**src/rtl/mac3_window_param.sv**
```systemverilog
// Sliding three-sample multiply-add: a*b+c, a*b-c, a*b or a*b+data_out over consecutive valid samples,
// with saturation to the OUT_W range, overflow flags and a wrapping result counter.
module mac3_window_param #(
  parameter int WIDTH  = 32,
  parameter int OUT_W  = 2*WIDTH+1,
  parameter bit SIGNED = 1'b0,
  parameter int CNT_W  = 16
) (
  input  logic             clk,
  input  logic             rst_,
  input  logic             clr,
  input  logic             validi,
  input  logic [WIDTH-1:0] data_in,
  input  logic [1:0]       mode,
  output logic             valido,
  output logic [OUT_W-1:0] data_out,
  output logic             ovf,
  output logic             ovf_sticky,
  output logic [CNT_W-1:0] out_cnt
);

  // Working width covers the full product even when OUT_W is narrower than 2*WIDTH.
  localparam int PW = 2*WIDTH;
  localparam int SW = ((PW > OUT_W) ? PW : OUT_W) + 2;

  localparam logic signed [SW-1:0] MAXV = SIGNED ?
    {{(SW-OUT_W+1){1'b0}}, {(OUT_W-1){1'b1}}} : {{(SW-OUT_W){1'b0}}, {OUT_W{1'b1}}};
  localparam logic signed [SW-1:0] MINV = SIGNED ?
    {{(SW-OUT_W+1){1'b1}}, {(OUT_W-1){1'b0}}} : {SW{1'b0}};

  function automatic logic signed [SW-1:0] extIn(input logic [WIDTH-1:0] v);
    extIn = {{(SW-WIDTH){SIGNED & v[WIDTH-1]}}, v};
  endfunction

  function automatic logic signed [SW-1:0] extOut(input logic [OUT_W-1:0] v);
    extOut = {{(SW-OUT_W){SIGNED & v[OUT_W-1]}}, v};
  endfunction

  logic [1:0]       streak_q, streak_d;
  logic [WIDTH-1:0] b_q, b_d, c_q, c_d;
  logic             valido_q, valido_d, ovf_q, ovf_d, sticky_q, sticky_d;
  logic [OUT_W-1:0] data_out_q, data_out_d;
  logic [CNT_W-1:0] cnt_q, cnt_d;

  logic signed [SW-1:0] opA, opB, opC, opD, prod, sum;
  logic                 satHi, satLo;
  logic [OUT_W-1:0]     res;

  // The oldest sample of the window is b_q, so a separate "a" register is never needed.
  always_comb begin
    opA  = extIn(b_q);
    opB  = extIn(c_q);
    opC  = extIn(data_in);
    opD  = extOut(data_out_q);
    prod = opA * opB;
    case (mode)
      2'd0:    sum = prod + opC;
      2'd1:    sum = prod - opC;
      2'd2:    sum = prod;
      default: sum = prod + opD;
    endcase
    satHi = (sum > MAXV);
    satLo = (sum < MINV);
    if (satHi)      res = MAXV[OUT_W-1:0];
    else if (satLo) res = MINV[OUT_W-1:0];
    else            res = sum[OUT_W-1:0];
  end

  always_comb begin
    streak_d   = streak_q;
    b_d        = b_q;
    c_d        = c_q;
    valido_d   = 1'b0;
    ovf_d      = 1'b0;
    data_out_d = data_out_q;
    sticky_d   = sticky_q;
    cnt_d      = cnt_q;
    if (clr) begin
      streak_d = 2'd0;
      sticky_d = 1'b0;
      cnt_d    = '0;
    end else if (validi) begin
      b_d      = c_q;
      c_d      = data_in;
      streak_d = (streak_q == 2'd3) ? 2'd3 : streak_q + 2'd1;
      if (streak_q >= 2'd2) begin
        valido_d   = 1'b1;
        data_out_d = res;
        ovf_d      = satHi | satLo;
        sticky_d   = sticky_q | satHi | satLo;
        cnt_d      = cnt_q + CNT_W'(1);
      end
    end else begin
      streak_d = 2'd0;
    end
  end

  always_ff @(posedge clk or negedge rst_) begin
    if (!rst_) begin
      streak_q   <= 2'd0;
      b_q        <= '0;
      c_q        <= '0;
      valido_q   <= 1'b0;
      ovf_q      <= 1'b0;
      data_out_q <= '0;
      sticky_q   <= 1'b0;
      cnt_q      <= '0;
    end else begin
      streak_q   <= streak_d;
      b_q        <= b_d;
      c_q        <= c_d;
      valido_q   <= valido_d;
      ovf_q      <= ovf_d;
      data_out_q <= data_out_d;
      sticky_q   <= sticky_d;
      cnt_q      <= cnt_d;
    end
  end

  assign valido     = valido_q;
  assign data_out   = data_out_q;
  assign ovf        = ovf_q;
  assign ovf_sticky = sticky_q;
  assign out_cnt    = cnt_q;

endmodule

```
**config.mk**
```make
export PLATFORM = sky130hd
export DESIGN_NAME = mac3_window_param
export DESIGN_NICKNAME = d
export VERILOG_FILES = /design/src/rtl/mac3_window_param.sv
export SDC_FILE = /design/constraint.sdc
export NUM_CORES = 2
export LEC_CHECK = 0
export ABC_CLOCK_PERIOD_IN_PS = 16700
export BUFFER_PORTS_ARGS = -buffer_cell sky130_fd_sc_hd__buf_2
export CAP_MARGIN = 20
export CORE_MARGIN = 5
export CORE_UTILIZATION = 70
export CTS_BUF_LIST = sky130_fd_sc_hd__clkbuf_16
export CTS_CLUSTER_SIZE = 24
export DETAILED_ROUTE_END_ITERATION = 8
export GPL_ROUTABILITY_DRIVEN = 1
export GPL_TIMING_DRIVEN = 0
export HOLD_SLACK_MARGIN = 0.06
export PLACE_DENSITY_LB_ADDON = 0.1
export SETUP_SLACK_MARGIN = 0.15
export SYNTH_ARGS = -nofsm -noshare
export SYNTH_HDL_FRONTEND = slang
export SYNTH_SLANG_ARGS = --single-unit
export TNS_END_PERCENT = 5
```
**constraint.sdc**
```tcl
create_clock -name clk -period 16.7 [get_ports clk]
set_input_delay 3.34 -clock clk [delete_from_list [all_inputs] [get_ports clk]]
set_output_delay 3.34 -clock clk [all_outputs]
set_load 0.05 [all_outputs]
```
==> qor.csv <==
metric,value,unit
"Hold Vio Cnt, Final",0,
DRT iter0 DRCs,6210,
mapped cell area,0.04973,mm²
Crit-path slowest cell,dfrtp_1,
clk slew on worst S/H paths,0.07,ns
hold-fix buffers at CTS,0,
utilization after layout,0.7431,
setup_tns,0,ns
crit-path max cell delay,1.04,ns
Tcrit/Tclk final,0.8800,
#FFs+latches synth,150,
routed len/inst,27.29,µm
worst skew pair latency,0.51,ns
TritonRoute pass-1 iters,9,
GRT Total Usage,0.4975,
number of synthesized flops with an enable pin,0,
H-tree levels,4,
cell count after synthesis,5921,
RSZ-0062 raised after global routing,no,
CP Data Arrival Time,15.08,ns
Post-CTS Setup Bufs,0,
vias in the first global route,47720,
WP data required,17.09,ns
CP startpoint kind,flop,
Via-to-Cell Ratio,6.601,
R2R Path Start,c_q[9]$_DFFE_PN0P_,
Least-Margin Pin Slew,1.347,ns
min Tclk post-route,14.70,ns
CTS tree,built,
IO buf count,121,
Max Cap Violations,0,
r2r endpoint,data_out[21]$_DFFE_PN0P_,
Layout area overhead,5.012,%
Worst Setup End Kind,flop,
worst path bufs/invs,9,
Cell variety after synth,99,
Min-Delay Path Depth,1,
crit path max fanout,11,
# IOs,122,
Detailed Route WL,192000,µm
CTS resizes,0,
Yosys Warn Count,0,
crit path kind,reg -> reg,
CTS max path bufs,2,
syn nets,7251,
dominant synthesized flop cell,dfrtp_1,
hold path startpoint,streak_q[0]$_DFF_PN0_,
first-pass GRT wire length,287300,µm
status,"finished, final reports clean",
CTS Buf Count,17,
Clock Root Buffer,clkbuf_16,
max-slew violations,0,
clk sinks,150,
critical path's top delay family,compound AO/OA/AOI/OAI gates,
Die X-Extent,276.5,µm
Reg2Reg Depth,39,
sequential area share after synthesis,0.07549,
Max Fclk,0.06805,GHz
hold endpoint,streak_q[0]$_DFF_PN0_,
Cell Rows,97,
initial antenna violation count,14,
setup violators final,0,
DRT antenna net count,0,
share of layout cells above drive strength 1,0.04885,
Initial Utilization,0.7076,
Reg2Reg Setup Slack,2.00,ns
routability cong.,1.090,
HP Class,reg -> reg,
DR vias,46460,
Die Y,276.5,µm
Clock Skew,0.02722,ns
DRC errors left,0,
Syn Area/Cell,8.398,µm²
DP Wirelength,155500,µm
die area,0.07647,mm²
# nets final,7397,
largest net degree at the start of global routing,90,
gr ovfl total,0,
ys async rst share,1.000,
Max-slew headroom,0.1022,
core area,0.07027,mm²
[flip-flops by register name, indices dropped and copies added (netlist names)]
signal,flops
streak_q,2
valido,1
out_cnt,16
b_q,32
c_q,32
data_out,65
ovf,1
ovf_sticky,1
[synth_stat cells (9+ instances only)]
cell       number  area [µm²]
xor2_1         64       560.5
nor3_1         64       320.3
fa_1          899       18000
mux2i_1        20       200.2
nor2b_1        26       162.7
clkbuf_1      297        1115
nand2b_1       25       156.4
o21a_1         32       240.2
nor4_1         23       143.9
o211ai_1       35       262.8
o22ai_1        11       68.82
or2_2          11       68.82
buf_1          13       48.80
dfrtp_1       150        3754
nand3_1        83       415.4
a21o_1         65       488.0
ha_1          393        4917
a2111oi_0      10       87.58
and2_1        519        3247
inv_1         988        3709
a41oi_1        10       87.58
o221ai_1        9       78.83
nand2_1       816        3063
o31ai_1        27       202.7
o21bai_1       42       315.3
buf_2          31       155.2
and4_1         12       105.1
xnor2_1       123        1077
or3_1          18       112.6
a211oi_1       29       217.7
nand4_1        62       387.9
and3_1         26       162.7
nor2_1        219       822.0
a31oi_1        31       193.9
mux2_2         39       439.2
o21ai_1        31       155.2
o21ai_0       209        1046
a21oi_1       290        1451
[cell families (layout without fill, tap and decap cells)]
logic type,Yosys count,in the layout,synth area share
muxes,64,64,0.01512
other,0,18,0
and+or+nand+nor,1945,1945,0.1927
xor gates and xnor gates,190,190,0.03392
AOI/OAI and AO/OA,942,942,0.1197
adders and majority gates,1292,1292,0.4608
buffers and inverters,1338,1497,0.1022
DFF,150,150,0.07549
[worst max-delay path by stage]
stage	endpoint	cells past startpoint	from	slack (ns)
final	data_out[21]$_DFFE_PN0P_	39	c_q[9]$_DFFE_PN0P_	2.00
after global routing	data_out[21]$_DFFE_PN0P_	39	c_q[9]$_DFFE_PN0P_	1.92
after CTS	data_out[21]$_DFFE_PN0P_	39	c_q[9]$_DFFE_PN0P_	2.77
after detailed placement	data_out[21]$_DFFE_PN0P_	39	c_q[9]$_DFFE_PN0P_	2.83
after global placement	data_out[21]$_DFFE_PN0P_	39	c_q[9]$_DFFE_PN0P_	2.89
after floorplan	data_out[21]$_DFFE_PN0P_	37	b_q[10]$_DFFE_PN0P_	6.78
[per-stage QoR]
| stage | std cells | instance area [µm²] | worst slack, ns | hold slack (ns) |
|---|---|---|---|---|
| 2_1_floorplan | 5921 | 49730 | 6.781 | 0.4396 |
| 3_3_place_gp | 6982 | 51510 | 2.893 | 0.4641 |
| 3_5_place_dp | 6984 | 51550 | 2.831 | 0.4648 |
| 4_1_cts | 7016 | 52120 | 2.771 | 0.4783 |
| 5_1_grt | 7021 | 52180 | 1.925 | 0.5225 |
| 6_report | 7038 | 52220 | 2.005 | 0.4874 |
[layer usage]
layer / GRT usage / part of all wire / up-vias
met5: 0.004378 / 0.00012 / -
met4: 0.3908 / 0.11 / 4
met3: 0.2069 / 0.15 / 1279
met2: 0.7293 / 0.42 / 3929
met1: 0.5775 / 0.33 / 22200
li1: - / - / 19040
[area by class of cell]
class / count / area, µm²
timing repair buffer: 127 / 700.7
sequential: 150 / 3754
inverter: 992 / 3724
buffer: 346 / 1356
tap: 940 / 1176
antenna: 18 / 45.04
multi-input combinational: 4433 / 40890
fill: 5218 / 18050
clock buffer: 17 / 425.4
clock inverter: 15 / 145.1
[layout by cell type, fill, tap and decap left out, types with 64 or more instances in the layout]
cell      netlist  layout
and2_1        519     519
dfrtp_1       150     150
ha_1          393     393
a21o_1         65      65
a21oi_1       290     290
xnor2_1       123     123
nand2_1       816     816
buf_2          31     152
fa_1          899     899
nor3_1         64      64
inv_1         988     988
nand3_1        83      83
nor2_1        219     219
o21ai_0       209     209
clkbuf_1      297     297
xor2_1         64      64
Power is left out: the tool's default activity adds up to more than one toggle a clock period on the data nets, which glitch-free logic cannot reach.
